===== src/rtl/encoder_frame_scheduler_if.sv =====
// Byte-level transmit bus between the frame scheduler and the UART TX.
// The scheduler is the master; it offers tx_data/tx_valid and the UART
// answers with tx_ready.
interface encoder_frame_scheduler_if;
  logic [7:0] tx_data;
  logic       tx_valid;
  logic       tx_ready;

  modport master (
    output tx_data,
    output tx_valid,
    input  tx_ready
  );

  modport slave (
    input  tx_data,
    input  tx_valid,
    output tx_ready
  );
endinterface


===== src/rtl/encoder_frame_scheduler.sv =====
// encoder_frame_scheduler
// Packs the rotary-encoder counters into one telemetry frame per rising edge
// of trig: SYNC_BYTE, one byte per channel (channel 0 first), then an XOR
// checksum of the channel bytes. All counters are snapshotted when the frame
// starts, so counter activity during the burst never tears the frame.
// One request arriving while a frame is in flight is remembered and served
// right after it; further requests are dropped.
//
// Optional build macro ENC_FRAME_SEQ_EN: inserts an 8-bit wrapping frame
// sequence byte after SYNC_BYTE. That byte is covered by the checksum.
module encoder_frame_scheduler #(
  parameter int         NUM_CH    = 12,
  parameter int         CNT_W     = 5,
  parameter logic [7:0] SYNC_BYTE = 8'hA5
) (
  input  logic                      CLK,
  input  logic                      RST,
  input  logic                      trig,
  input  logic [NUM_CH*CNT_W-1:0]   cnt_flat,
  encoder_frame_scheduler_if.master tx,
  output logic                      busy,
  output logic                      frame_done
);

`ifdef ENC_FRAME_SEQ_EN
  typedef enum logic [2:0] {IDLE, SYNC, SEQ, DATA, CSUM, DONE} state_t;
`else
  typedef enum logic [2:0] {IDLE, SYNC, DATA, CSUM, DONE} state_t;
`endif

  localparam logic [3:0] LAST_IDX = 4'(NUM_CH - 1);

  state_t           state;
  logic             trig_q;
  logic             pending;
  logic [CNT_W-1:0] shadow [NUM_CH];
  logic [3:0]       ch_idx;
  logic [7:0]       csum;
  logic [7:0]       tx_data_q;
  logic             tx_valid_q;
`ifdef ENC_FRAME_SEQ_EN
  logic [7:0]       seq_cnt;
`endif

  logic             trig_rise;
  logic             accept;
  logic [7:0]       data_byte;

  assign trig_rise   = trig & ~trig_q;
  assign accept      = tx_valid_q & tx.tx_ready;
  assign tx.tx_data  = tx_data_q;
  assign tx.tx_valid = tx_valid_q;

  // Select the snapshotted channel addressed by ch_idx, zero-extended to a byte.
  always_comb begin
    // NOTE: default assignment first so no path through the loop leaves data_byte unassigned (no latch).
    data_byte = '0;
    for (int k = 0; k < NUM_CH; k++) begin
      if (ch_idx == 4'(k)) data_byte = 8'(shadow[k]);
    end
  end

  // Frame sequencer: edge detect, request queueing, snapshot and byte handshake.
  // Each byte is loaded one cycle after the previous accept (tx_valid low in
  // between), giving at most one byte per two cycles.
  always_ff @(posedge CLK) begin
    if (RST) begin
      state      <= IDLE;
      trig_q     <= 1'b0;
      pending    <= 1'b0;
      ch_idx     <= '0;
      csum       <= '0;
      tx_data_q  <= '0;
      tx_valid_q <= 1'b0;
      busy       <= 1'b0;
      frame_done <= 1'b0;
      // NOTE: the shadow bank is a small flop array rather than a RAM, so it takes a reset like any other register.
      for (int k = 0; k < NUM_CH; k++) shadow[k] <= '0;
`ifdef ENC_FRAME_SEQ_EN
      seq_cnt    <= '0;
`endif
    end else begin
      // NOTE: non-blocking assignments throughout, so every read below sees the pre-edge value.
      trig_q <= trig;

      case (state)
        IDLE: begin
          if (trig_rise || pending) begin
            state      <= SYNC;
            pending    <= 1'b0;
            ch_idx     <= '0;
            csum       <= '0;
            tx_data_q  <= SYNC_BYTE;
            tx_valid_q <= 1'b1;
            busy       <= 1'b1;
            for (int k = 0; k < NUM_CH; k++) shadow[k] <= cnt_flat[k*CNT_W +: CNT_W];
          end
        end

        SYNC: begin
          if (accept) begin
            tx_valid_q <= 1'b0;
`ifdef ENC_FRAME_SEQ_EN
            state      <= SEQ;
`else
            state      <= DATA;
`endif
          end
        end

`ifdef ENC_FRAME_SEQ_EN
        SEQ: begin
          if (!tx_valid_q) begin
            tx_data_q  <= seq_cnt;
            tx_valid_q <= 1'b1;
          end else if (accept) begin
            csum       <= csum ^ seq_cnt;
            tx_valid_q <= 1'b0;
            state      <= DATA;
          end
        end
`endif

        DATA: begin
          if (!tx_valid_q) begin
            tx_data_q  <= data_byte;
            tx_valid_q <= 1'b1;
          end else if (accept) begin
            csum       <= csum ^ tx_data_q;
            tx_valid_q <= 1'b0;
            if (ch_idx == LAST_IDX) state  <= CSUM;
            else                    ch_idx <= ch_idx + 4'd1;
          end
        end

        CSUM: begin
          if (!tx_valid_q) begin
            tx_data_q  <= csum;
            tx_valid_q <= 1'b1;
          end else if (accept) begin
            tx_valid_q <= 1'b0;
            frame_done <= 1'b1;
            state      <= DONE;
          end
        end

        DONE: begin
          frame_done <= 1'b0;
          busy       <= 1'b0;
          state      <= IDLE;
`ifdef ENC_FRAME_SEQ_EN
          seq_cnt    <= seq_cnt + 8'd1;
`endif
        end

        default: state <= IDLE;
      endcase

      // A request seen outside IDLE (DONE included) is held for one more frame.
      if (state != IDLE && trig_rise) pending <= 1'b1;
    end
  end

endmodule

===== src/flat_wrapper.sv =====
// flat-port wrapper written by rule: the top's interface ports become plain ports
module encoder_frame_scheduler_flat 
#(
  parameter int         NUM_CH    = 12,
  parameter int         CNT_W     = 5,
  parameter logic [7:0] SYNC_BYTE = 8'hA5
)
  (CLK, RST, trig, cnt_flat, busy, frame_done, tx_tx_data, tx_tx_valid, tx_tx_ready);
  encoder_frame_scheduler_if tx_i ();
  input  logic CLK;
  input  logic RST;
  input  logic trig;
  input  logic [NUM_CH*CNT_W-1:0] cnt_flat;
  output logic busy;
  output logic frame_done;
  output wire logic [$bits(tx_i.tx_data)-1:0] tx_tx_data;
  output wire logic [$bits(tx_i.tx_valid)-1:0] tx_tx_valid;
  input wire logic [$bits(tx_i.tx_ready)-1:0] tx_tx_ready;
  assign tx_tx_data = tx_i.tx_data;
  assign tx_tx_valid = tx_i.tx_valid;
  assign tx_i.tx_ready = tx_tx_ready;
  encoder_frame_scheduler #(.NUM_CH(NUM_CH), .CNT_W(CNT_W), .SYNC_BYTE(SYNC_BYTE)) u_core (.CLK(CLK), .RST(RST), .trig(trig), .cnt_flat(cnt_flat), .tx(tx_i), .busy(busy), .frame_done(frame_done));
endmodule

===== config.mk =====
export PLATFORM = sky130hd
export DESIGN_NAME = encoder_frame_scheduler_flat
export DESIGN_NICKNAME = d
export VERILOG_FILES = /design/src/rtl/encoder_frame_scheduler_if.sv /design/src/rtl/encoder_frame_scheduler.sv /design/src/flat_wrapper.sv
export SDC_FILE = /design/constraint.sdc
export NUM_CORES = 1
export LEC_CHECK = 0
export ABC_CLOCK_PERIOD_IN_PS = 6400
export BUFFER_PORTS_ARGS = -buffer_cell sky130_fd_sc_hd__buf_2
export CAP_MARGIN = 25
export CORE_MARGIN = 2
export CORE_UTILIZATION = 30
export DETAILED_ROUTE_END_ITERATION = 7
export PLACE_DENSITY_LB_ADDON = 0.08
export SLEW_MARGIN = 25
export SYNTH_ARGS = -nofsm -noshare
export SYNTH_HDL_FRONTEND = slang
export SYNTH_SLANG_ARGS = --single-unit

===== constraint.sdc =====
create_clock -name CLK -period 6.4 [get_ports CLK]
set_input_delay 1.28 -clock CLK [delete_from_list [all_inputs] [get_ports CLK]]
set_output_delay 1.28 -clock CLK [all_outputs]
set_load 0.02 [all_outputs]

[After elaboration in Yosys (flattened, before gate mapping)]
Memories as Yosys holds them, arrays and structs flattened.
Index checks and enable logic that the tools add are counted.
Word-level totals
  bits in registers: 28
  bits in writable memories: 60
  input bits: 64
  output and inout port bits: 11
  word-level logic and storage cells: 136
  memories kept: 1
Cells by class
  add/sub/neg operators: 1
  eq/ne operators: 25
  mux-type cells: 63
  bitwise logic cells: 16
  reduce and logical (&&, ||, !) cells: 21
Memory list
  u_core.shadow: depth 12, bits a word 5, rd ports 12, clocked after Yosys merged registers in 0, wr ports 12, RTL line encoder_frame_scheduler.sv:36  | logic [CNT_W-1:0] shadow [NUM_CH];
Operators by type and width (count)
  5-bit 2-to-1 mux: 24
  8-bit 2-to-1 mux: 6
  8-bit case mux with 3 select lines: 1
  3-bit 2-to-1 mux: 7
  4-bit by 3-bit equality test with 1-bit output (second input constant): 4
  4-bit equality test (second input constant): 4
  4-bit 2-to-1 mux: 4
  8-bit case mux with 2 select lines: 1
  1-bit 2-to-1 mux: 15
  2-bit by 1-bit inequality test with 1-bit output (second input constant): 7
  1-bit OR: 12
  3-bit case mux with 4 select lines: 1
  2-bit nonzero test: 5
  3-bit nonzero test: 3
  4-bit by 2-bit equality test with 1-bit output (second input constant): 2
  4-bit case mux with 2 select lines: 1
  4-bit AND reduction: 2
  8-bit bitwise XOR: 1
  7-bit AND reduction: 1
  3-bit by 2-bit equality test with 1-bit output (second input constant): 2
  2-bit inequality test (second input constant): 3
  3-bit AND reduction: 2
  5-bit AND reduction: 1
  4-bit by 1-bit adder with 4-bit output (second input constant): 1
  other kinds (13): 16

[Logic depth before layout (Yosys ltp)]
Gate-level depths: netlist of the first run.
  depth in word-level cells: 15
  depth in mapped cells: 8
  mapped depth without buffers: 7

[Worst setup path before layout of the first run]
Ideal clock, no wire load.
  path type: input -> register
  from: input port trig
  to: memory u_core.shadow[0][0], enable pin
  setup time: 0.394 ns
  data arrival time: 2.647 ns
  data required time: 6.006 ns
  path slack: 3.360 ns
  stages on the path: 4
  path buffers: 1
  cells stage by stage: nor2b_1 > o21ai_1 > nand2_1 > buf_2
RTL lines
  start, declared: RTL line flat_wrapper.sv:12  | input logic trig;
  end, declared: RTL line encoder_frame_scheduler.sv:36

==> results of run 1 <==
Yosys cell counts (all sizes together) (8+ instances only):
| cell type | n | area, µm² |
|---|---|---|
| a21oi | 26 | 130 |
| a221oi | 14 | 166 |
| and2 | 50 | 313 |
| buf | 18 | 97.6 |
| dfxtp | 28 | 561 |
| edfxtp | 60 | 1800 |
| inv | 12 | 45.0 |
| nand2 | 22 | 82.6 |
| nor2 | 22 | 85.1 |
| nor2b | 21 | 146 |
| nor3 | 8 | 40.0 |
| o21ai | 10 | 50.0 |
| xor2 | 11 | 96.3 |
cell families (layout without fill, tap and decap cells):
logic type	count (synthesis)	after routing	share of synthesized area
AOI/OAI and AO/OA	83	83	0.152
buffers and inverters	37	104	0.0401
and+or+nand+nor	150	150	0.207
DFF	88	88	0.560
adders and majority gates	4	4	0.0119
muxes	2	2	0.00505
xor gates and xnor gates	11	11	0.0229
per-layer routing:
| layer | vias up | share of wire | GRT usage |
|---|---|---|---|
| met5 | - | 0 | 0 |
| li1 | 1484 | - | - |
| met3 | 9 | 0.041 | 0.0330 |
| met2 | 62 | 0.47 | 0.226 |
| met1 | 1382 | 0.47 | 0.184 |
| met4 | 0 | 0.012 | 0.0460 |
power by group through the flow:
stage          clock [µW]  combinational (µW)  sequential [µW]
6_report              483                 135              697
5_1_grt               523                 151              703
4_1_cts               501                 139              697
3_5_place_dp            0                 138              709
3_3_place_gp            0                 138              709
2_1_floorplan           0                88.3              701
sequential cells by signal, indices dropped and copies added, names as in the netlist:
register            cells
u_core.ch_idx           4
u_core.shadow          60
u_core.tx.tx_valid      1
u_core.busy             1
u_core.pending          1
u_core.trig_q           1
u_core.tx.tx_data       8
u_core.state            3
u_core.frame_done       1
u_core.csum             8
per-stage QoR:
step                      total power, µW  instance area, µm²  hold slack, ns   util  cells
after floorplan                       789                4220           0.462      -    375
after global placement                847                4700           0.461  0.340    606
after detailed placement              847                4700           0.471  0.340    606
after CTS                            1340                4980           0.480  0.360    622
after global routing                 1380                4980           0.505  0.360    622
final                                1320                4980           0.471  0.360    622
cells in the final DEF, fill, tap and decap left out, drive strengths merged, types with 10 or more instances in the layout:
cell	synthesis	layout
buf	18	76
edfxtp	60	60
and2	50	50
dfxtp	28	28
a21oi	26	26
nand2	22	22
nor2	22	22
nor2b	21	21
clkbuf	7	15
a221oi	14	14
inv	12	12
xor2	11	11
o21ai	10	10
worst register-to-register path, cell delays in order (launching register included):
cell and delay, ns:
dfxtp_1 0.56, nor3_1 0.33, o21ai_1 0.32, nand2_2 0.16, buf_4 0.66
area by class of cell:
cell class,count,area (µm²)
fillers,1386,8850
flip-flops and latches,88,2360
multi-input cells,250,1690
repair buffers,76,385
clock buffers,15,268
well taps,180,225
inverters,12,45.0
clock inverters,1,5.00
worst paths after layout:
path	endpoint	slack [ns]	from
setup / recovery	u_core.shadow[0][47]$_SDFFCE_PN0P_	3.54	trig
setup reg to reg	u_core.shadow[0][47]$_SDFFCE_PN0P_	3.91	u_core.state[0]$_SDFFE_PP0P_
hold reg to reg	u_core.busy$_SDFFE_PP0P_	0.47	u_core.busy$_SDFFE_PP0P_
hold / removal	u_core.busy$_SDFFE_PP0P_	0.47	u_core.busy$_SDFFE_PP0P_
==> flow_summary.yaml, run 1 <==
run_status:
  outcome: "complete, no violations"
place:
  place_congestion: 0.761
  io_buffer_count: 74
  dp_slack_ns: 3.21
  hpwlAfterDp_um: 6850
synthesis:
  syn-cell-area_um2: 4220
  ys_seq_area_frac: 0.560
  synthCells: 375
  synth_async_sr_flop_share: 0
  yosysWarnings: 0
  ys_ff_latch: 88
  synth_edf_count: 60
  syn_nets: 443
  synth_cell_types: 55
  syn_area_per_cell_um2: 11.2
  synth_flop_cell: "edfxtp_1"
worst_setup_path:
  critPathKind: "in2reg"
  cp_slowest_cell: "buf_4"
  start_kind: "primary input"
  crit_path_cell_trace: "buf_2 -> nor2b_1 -> o21ai_1 -> nand2_2 -> buf_4"
  crit_buf_inv: 2
  cpPeakStageDelay_ns: 0.66
  path_max_fanout: 70
  crit_required_ns: 6.36
  crit_arrival_ns: 2.81
  cp.depth: 5
  cpLargestDelayFamily: "buffers and inverters"
  reg2reg_depth: 4
  end_kind: "register"
power_and_ir_drop:
  p_int_uw: 1010
  comb_power_share: 0.103
  power_frac_clock: 0.368
  leakage_uw: 0.00193
  power.switching_uw: 307
  ir_drop_uv: 99.6
  switching_share: 0.233
  pwr-share-seq: 0.530
  power_density_nw_per_um2: 264
final_layout:
  nets: 505
  diodes: 0
  area_growth_pct: 18.1
  layout-drive-gt1-share: 0.251
drt:
  viasPerCell: 4.72
  drt-total-wl_um: 9890
  drc: 0
  drt_iter0_markers: 149
  drt-pass1-iter-count: 4
  final_antenna_net_count: 0
  vias: 2937
  wl_per_cell_um: 15.9
run:
  max_cap_violations: 0
floorplanning:
  rows: 43
  start_util: 0.305
  die_h_um: 123
  core_area_um2: 13800
  fp.dieW_um: 123
  io_pins: 75
  die-area_um2: 15000
timing:
  tns_ns: 0
  skew_ns: 0.00871
  setup_viol_count_final: 0
  tightest_slew_ns: 0.888
  fmax_mhz: 350
  fin_crit_sh: 0.446
  timing.final.hold_violations: 0
  rsz0062_at_grt: "no"
  max_slew_margin: 0.408
  drv_slew: 0
  fin_crit_ns: 2.86
  layout_setup_ws_ns: 3.54
grt:
  grt_pass1_wl_um: 15800
  track_usage: 0.139
  grt-ovfl-total: 0
  grt_pass1_vias: 3029
  grt_max_degree: 71
  antenna_found_initial: 0
clocking:
  clock_latency_ns: 0.34
  cts_tree: "built"
  ctsResizeCount: 0
  cts_max_level: 3
  holdBufCountCts: 0
  clkTransAtPathRegs_ns: 0.06
  cts_setup_buffers: 0
  cts_num_sinks: 88
  cts_root_buffer: "clkbuf_16"
  cts_buffer_depth: 2
  numCtsBuffers: 9
min_path:
  hp-class: "reg2reg"
  whs_path_depth: 2
(Power assumes the default switching activity.)
==> run 2: changes to the inputs <==
--- a/config.mk
+++ b/config.mk
@@ -5,7 +5,7 @@
 export SDC_FILE = /design/constraint.sdc
 export NUM_CORES = 1
 export LEC_CHECK = 0
-export ABC_CLOCK_PERIOD_IN_PS = 6400
+export ABC_CLOCK_PERIOD_IN_PS = 2500
 export BUFFER_PORTS_ARGS = -buffer_cell sky130_fd_sc_hd__buf_2
 export CAP_MARGIN = 25
 export CORE_MARGIN = 2
==> constraint.sdc (replaced) <==
create_clock -name CLK -period 2.5 [get_ports CLK]
set_input_delay 0.5 -clock CLK [delete_from_list [all_inputs] [get_ports CLK]]
set_output_delay 0.5 -clock CLK [all_outputs]
set_load 0.02 [all_outputs]
==> flow_summary.yaml, run 2 (synthesized netlist as in run 1, its figures left out) <==
clocking:
  clkTransAtPathRegs_ns: 0.06
  ctsResizeCount: 0
  cts_tree: "built"
  holdBufCountCts: 0
  cts_setup_buffers: 0
  clock_latency_ns: 0.35
  cts_root_buffer: "clkbuf_16"
  cts_num_sinks: 88
  cts_max_level: 3
  cts_buffer_depth: 2
  numCtsBuffers: 9
timing:
  rsz0062_at_grt: "no"
  drv_slew: 0
  fin_crit_ns: 2.20
  max_slew_margin: 0.497
  timing.final.hold_violations: 0
  hold_ws_ns: 0.369
  fin_crit_sh: 0.882
  tns_ns: 0
  fmax_mhz: 454
  skew_ns: 0.00777
  setup_viol_count_final: 0
  tightest_slew_ns: 0.755
worst_setup_path:
  cpLargestDelayFamily: "simple AND/OR/NAND/NOR gates"
  cp_slowest_cell: "ha_1"
  end_kind: "register"
  crit_path_cell_trace: "inv_1 -> ha_1 -> nor2b_4 -> a221oi_1 -> nor3_1 -> o221ai_1 -> a21oi_1"
  cpPeakStageDelay_ns: 0.40
  critPathKind: "reg2reg"
  crit_buf_inv: 1
  worstSetupStartpoint: "u_core.ch_idx[0]$_SDFFE_PP0P_"
  start_kind: "register"
  crit_required_ns: 2.78
  path_max_fanout: 11
  r2r-start: "u_core.ch_idx[0]$_SDFFE_PP0P_"
  crit_arrival_ns: 2.48
final_layout:
  multiInputGateArea_um2: 1690
  max_flop_register: "u_core.shadow"
  finalCoreUtilization: 0.368
  seq_area_um2: 2360
  nets: 514
  diodes: 0
  fin_cells: 631
  nFillCells: 1380
  largest_reg_flops: 60
  final_cell_area_um2: 5090
  area_growth_pct: 20.7
  final_cell_mix: "buf_2, edfxtp_1, and2_1, dfxtp_1, a21oi_1"
  final_common_cell: "buf_2"
  layout-drive-gt1-share: 0.268
drt:
  vias: 3023
  final_antenna_net_count: 0
  drc: 0
  viasPerCell: 4.79
  drt-pass1-iter-count: 7
  drt-total-wl_um: 10300
  drt_iter0_markers: 174
  wl_per_cell_um: 16.3
grt:
  gr-usage-met2: 0.230
  grtUsageMet1: 0.188
  met3_usage: 0.0446
  grt_pass1_vias: 3021
  grt-ovfl-total: 0
  grt_pass1_wl_um: 16000
  grt_max_degree: 40
  track_usage: 0.146
  antenna_found_initial: 0
  grt_busiest_layer: "met2"
floorplanning:
  core_area_um2: 13800
  die-area_um2: 15000
  fp.dieW_um: 123
  rows: 43
  io_pins: 75
  die_h_um: 123
  start_util: 0.305
run_status:
  outcome: "complete, no violations"
power_and_ir_drop:
  power_density_nw_per_um2: 678
  leakage_uw: 0.00199
  ir_drop_uv: 298
place:
  io_buffer_count: 74
  place_congestion: 0.822
  place_area_um2: 4810
  hpwlAfterDp_um: 7220
  dp.cells: 615
run:
  max_cap_violations: 0
min_path:
  worstHoldStart: "trig"
  hp-class: "in2reg"
## run 2: cell count changes in the layout (fill, tap and decap cells not counted)
cell / change
clkinvlp_4: +2
buf_12: +3
clkbuf_1: -1
buf_4: +6
clkinv_2: -1
## run 2: worst reg2reg max path, cell delays in order, from the launching register on
cell and delay (ns):
dfxtp_1 0.35, inv_1 0.12, ha_1 0.40, nor2b_4 0.31, a221oi_1 0.10, nor3_1 0.40, o221ai_1 0.25, a21oi_1 0.20
## run 2: path summary, 6_finish.rpt
kind	cells after the start	slack (ns)	to
worst min register to register	2	0.47	u_core.busy$_SDFFE_PP0P_
worst max register to register	7	0.30	u_core.tx.tx_data[2]$_SDFFE_PP0P_
worst min-delay path	2	0.37	u_core.trig_q$_SDFF_PP0_
worst max-delay path	7	0.30	u_core.tx.tx_data[2]$_SDFFE_PP0P_
## run 2: layout make-up
cell class | instances | share of cell area
flip-flops and latches | 88 | 0.464
multi-input cells | 250 | 0.331
well taps | 180 | 0.0443
clock buffers | 14 | 0.0519
inverters | 12 | 0.00885
clock inverters | 2 | 0.00295
repair buffers | 85 | 0.0964
## run 2: metal layers
layer | part of all wire | up-vias
met4 | 0.016 | 0
met5 | 0 | -
met2 | 0.47 | 65
li1 | - | 1502
met1 | 0.47 | 1444
met3 | 0.044 | 12
## run 2: per-stage QoR
stage               setup slack, ns  total power (µW)
global route                  0.196              3600
finish                        0.295              3450
global placement              0.411              2200
CTS                           0.343              3500
floorplan                     0.240              2020
detailed placement            0.351              2200
## run 2: power by group
group / total [µW] / internal [µW] / leakage, µW / switching [µW]
combinational: 386 / 164 / 0.000987 / 222
sequential: 1780 / 1710 / 0.000871 / 66.8
clock: 1290 / 729 / 0.000129 / 558
==> run 3: changes to the inputs <==
--- a/config.mk
+++ b/config.mk
@@ -12,6 +12,7 @@
 export CORE_UTILIZATION = 30
 export DETAILED_ROUTE_END_ITERATION = 7
 export PLACE_DENSITY_LB_ADDON = 0.08
+export RECOVER_POWER = 50
 export SLEW_MARGIN = 25
 export SYNTH_ARGS = -nofsm -noshare
 export SYNTH_HDL_FRONTEND = slang
==> flow_summary.yaml, run 3 (synthesized netlist as in run 1, its figures left out) <==
worst_setup_path:
  cp_slowest_cell: "ha_1"
  path_max_fanout: 11
  start_kind: "register"
  cpLargestDelayFamily: "simple AND/OR/NAND/NOR gates"
  crit_required_ns: 2.78
  cpPeakStageDelay_ns: 0.40
  crit_buf_inv: 1
  crit_arrival_ns: 2.48
  crit_path_cell_trace: "inv_1 -> ha_1 -> nor2b_4 -> a221oi_1 -> nor3_1 -> o221ai_1 -> a21oi_1"
  critPathKind: "reg2reg"
  r2r-start: "u_core.ch_idx[0]$_SDFFE_PP0P_"
  end_kind: "register"
  worstSetupStartpoint: "u_core.ch_idx[0]$_SDFFE_PP0P_"
timing:
  max_slew_margin: 0.298
  fin_crit_ns: 2.20
  fmax_mhz: 454
  fin_crit_sh: 0.881
  timing.final.hold_violations: 0
  rsz0062_at_grt: "no"
  tns_ns: 0
  drv_slew: 0
  tightest_slew_ns: 1.05
  setup_viol_count_final: 0
  skew_ns: 0.00770
place:
  place_area_um2: 4810
  place_congestion: 0.822
  io_buffer_count: 74
  hpwlAfterDp_um: 7220
power_and_ir_drop:
  ir_drop_uv: 297
  power_density_nw_per_um2: 680
  leakage_uw: 0.00192
grt:
  grt-ovfl-total: 0
  track_usage: 0.146
  grt_pass1_vias: 3021
  antenna_found_initial: 0
  grt_pass1_wl_um: 16000
  grt_max_degree: 40
run_status:
  outcome: "complete, no violations"
clocking:
  holdBufCountCts: 0
  cts_root_buffer: "clkbuf_16"
  cts_max_level: 3
  cts_tree: "built"
  ctsResizeCount: 0
  cts_setup_buffers: 0
  clock_latency_ns: 0.35
  numCtsBuffers: 9
  cts_num_sinks: 88
  cts_buffer_depth: 2
  clkTransAtPathRegs_ns: 0.06
floorplanning:
  fp.dieW_um: 123
  die_h_um: 123
  rows: 43
  die-area_um2: 15000
  io_pins: 75
  core_area_um2: 13800
  start_util: 0.305
final_layout:
  area_growth_pct: 20.0
  largest_reg_flops: 60
  final_cell_mix: "buf_2, edfxtp_1, and2_1, dfxtp_1, a21oi_1"
  final_cell_area_um2: 5060
  diodes: 0
  layout-drive-gt1-share: 0.233
  max_flop_register: "u_core.shadow"
  nets: 514
  nFillCells: 1384
  final_common_cell: "buf_2"
drt:
  drt_iter0_markers: 183
  drt-total-wl_um: 10300
  vias: 2998
  wl_per_cell_um: 16.3
  viasPerCell: 4.75
  drt-pass1-iter-count: 6
  drc: 0
  final_antenna_net_count: 0
min_path:
  worstHoldStart: "trig"
  hp-class: "in2reg"
run:
  max_cap_violations: 0
-- run 3: cell count changes in the layout (fill, tap and decap cells not counted), moves of 3 or more --
| cell | before | now |
|---|---|---|
| buf_2 | 74 | 62 |
| and2_1 | 50 | 42 |
| and2_0 | 0 | 8 |
| buf_4 | 8 | 5 |
| clkbuf_1 | 3 | 18 |
-- run 3: metal layers --
| metal | wire length, µm | GRT usage |
|---|---|---|
| met5 | 0 | 0 |
| met1 | 4880 | 0.188 |
| met3 | 433 | 0.0446 |
| met4 | 167 | 0.0560 |
| met2 | 4800 | 0.230 |
-- run 3: area by class of cell --
class                           instances  area (µm²)  area share
Sequential cell                        88        2360       0.467
Multi-Input combinational cell        250        1680       0.333
Timing Repair Buffer                   85         464      0.0917
Clock buffer                           14         264      0.0522
Tap cell                              180         225      0.0445
Inverter                               12        45.0     0.00890
Clock inverter                          2        15.0     0.00297
-- run 3: where the power goes --
part	internal, µW	switching, µW
clock network	729	557
registers	1710	67.2
logic	156	220
total	2590	845
-- run 3: final timing paths --
| path | end | slack, ns | cells after the start |
|---|---|---|---|
| max | u_core.tx.tx_data[2]$_SDFFE_PP0P_ | 0.30 | 7 |
| min | u_core.trig_q$_SDFF_PP0_ | 0.37 | 2 |
| max reg2reg | u_core.tx.tx_data[2]$_SDFFE_PP0P_ | 0.30 | 7 |
| min reg2reg | u_core.busy$_SDFFE_PP0P_ | 0.47 | 2 |
-- run 3: through the flow --
stage	utilization	instances	hold WS, ns	setup slack, ns	power, µW
2_1_floorplan	-	375	0.462	0.240	2020
3_5_place_dp	0.348	615	0.458	0.351	2200
4_1_cts	0.368	631	0.362	0.343	3500
3_3_place_gp	0.348	615	0.462	0.411	2200
5_1_grt	0.366	631	0.366	0.195	3590
6_report	0.366	631	0.369	0.298	3440
-- run 3: worst reg2reg max path, delay by kind of cell (launching register included) --
family | cells | cell delay, ns
adder cells (fa/ha/maj) | 1 | 0.40
flip-flops | 1 | 0.35
AND/OR/NAND/NOR | 2 | 0.70
AO/OA/AOI/OAI | 3 | 0.55
buffers and inverters | 1 | 0.12
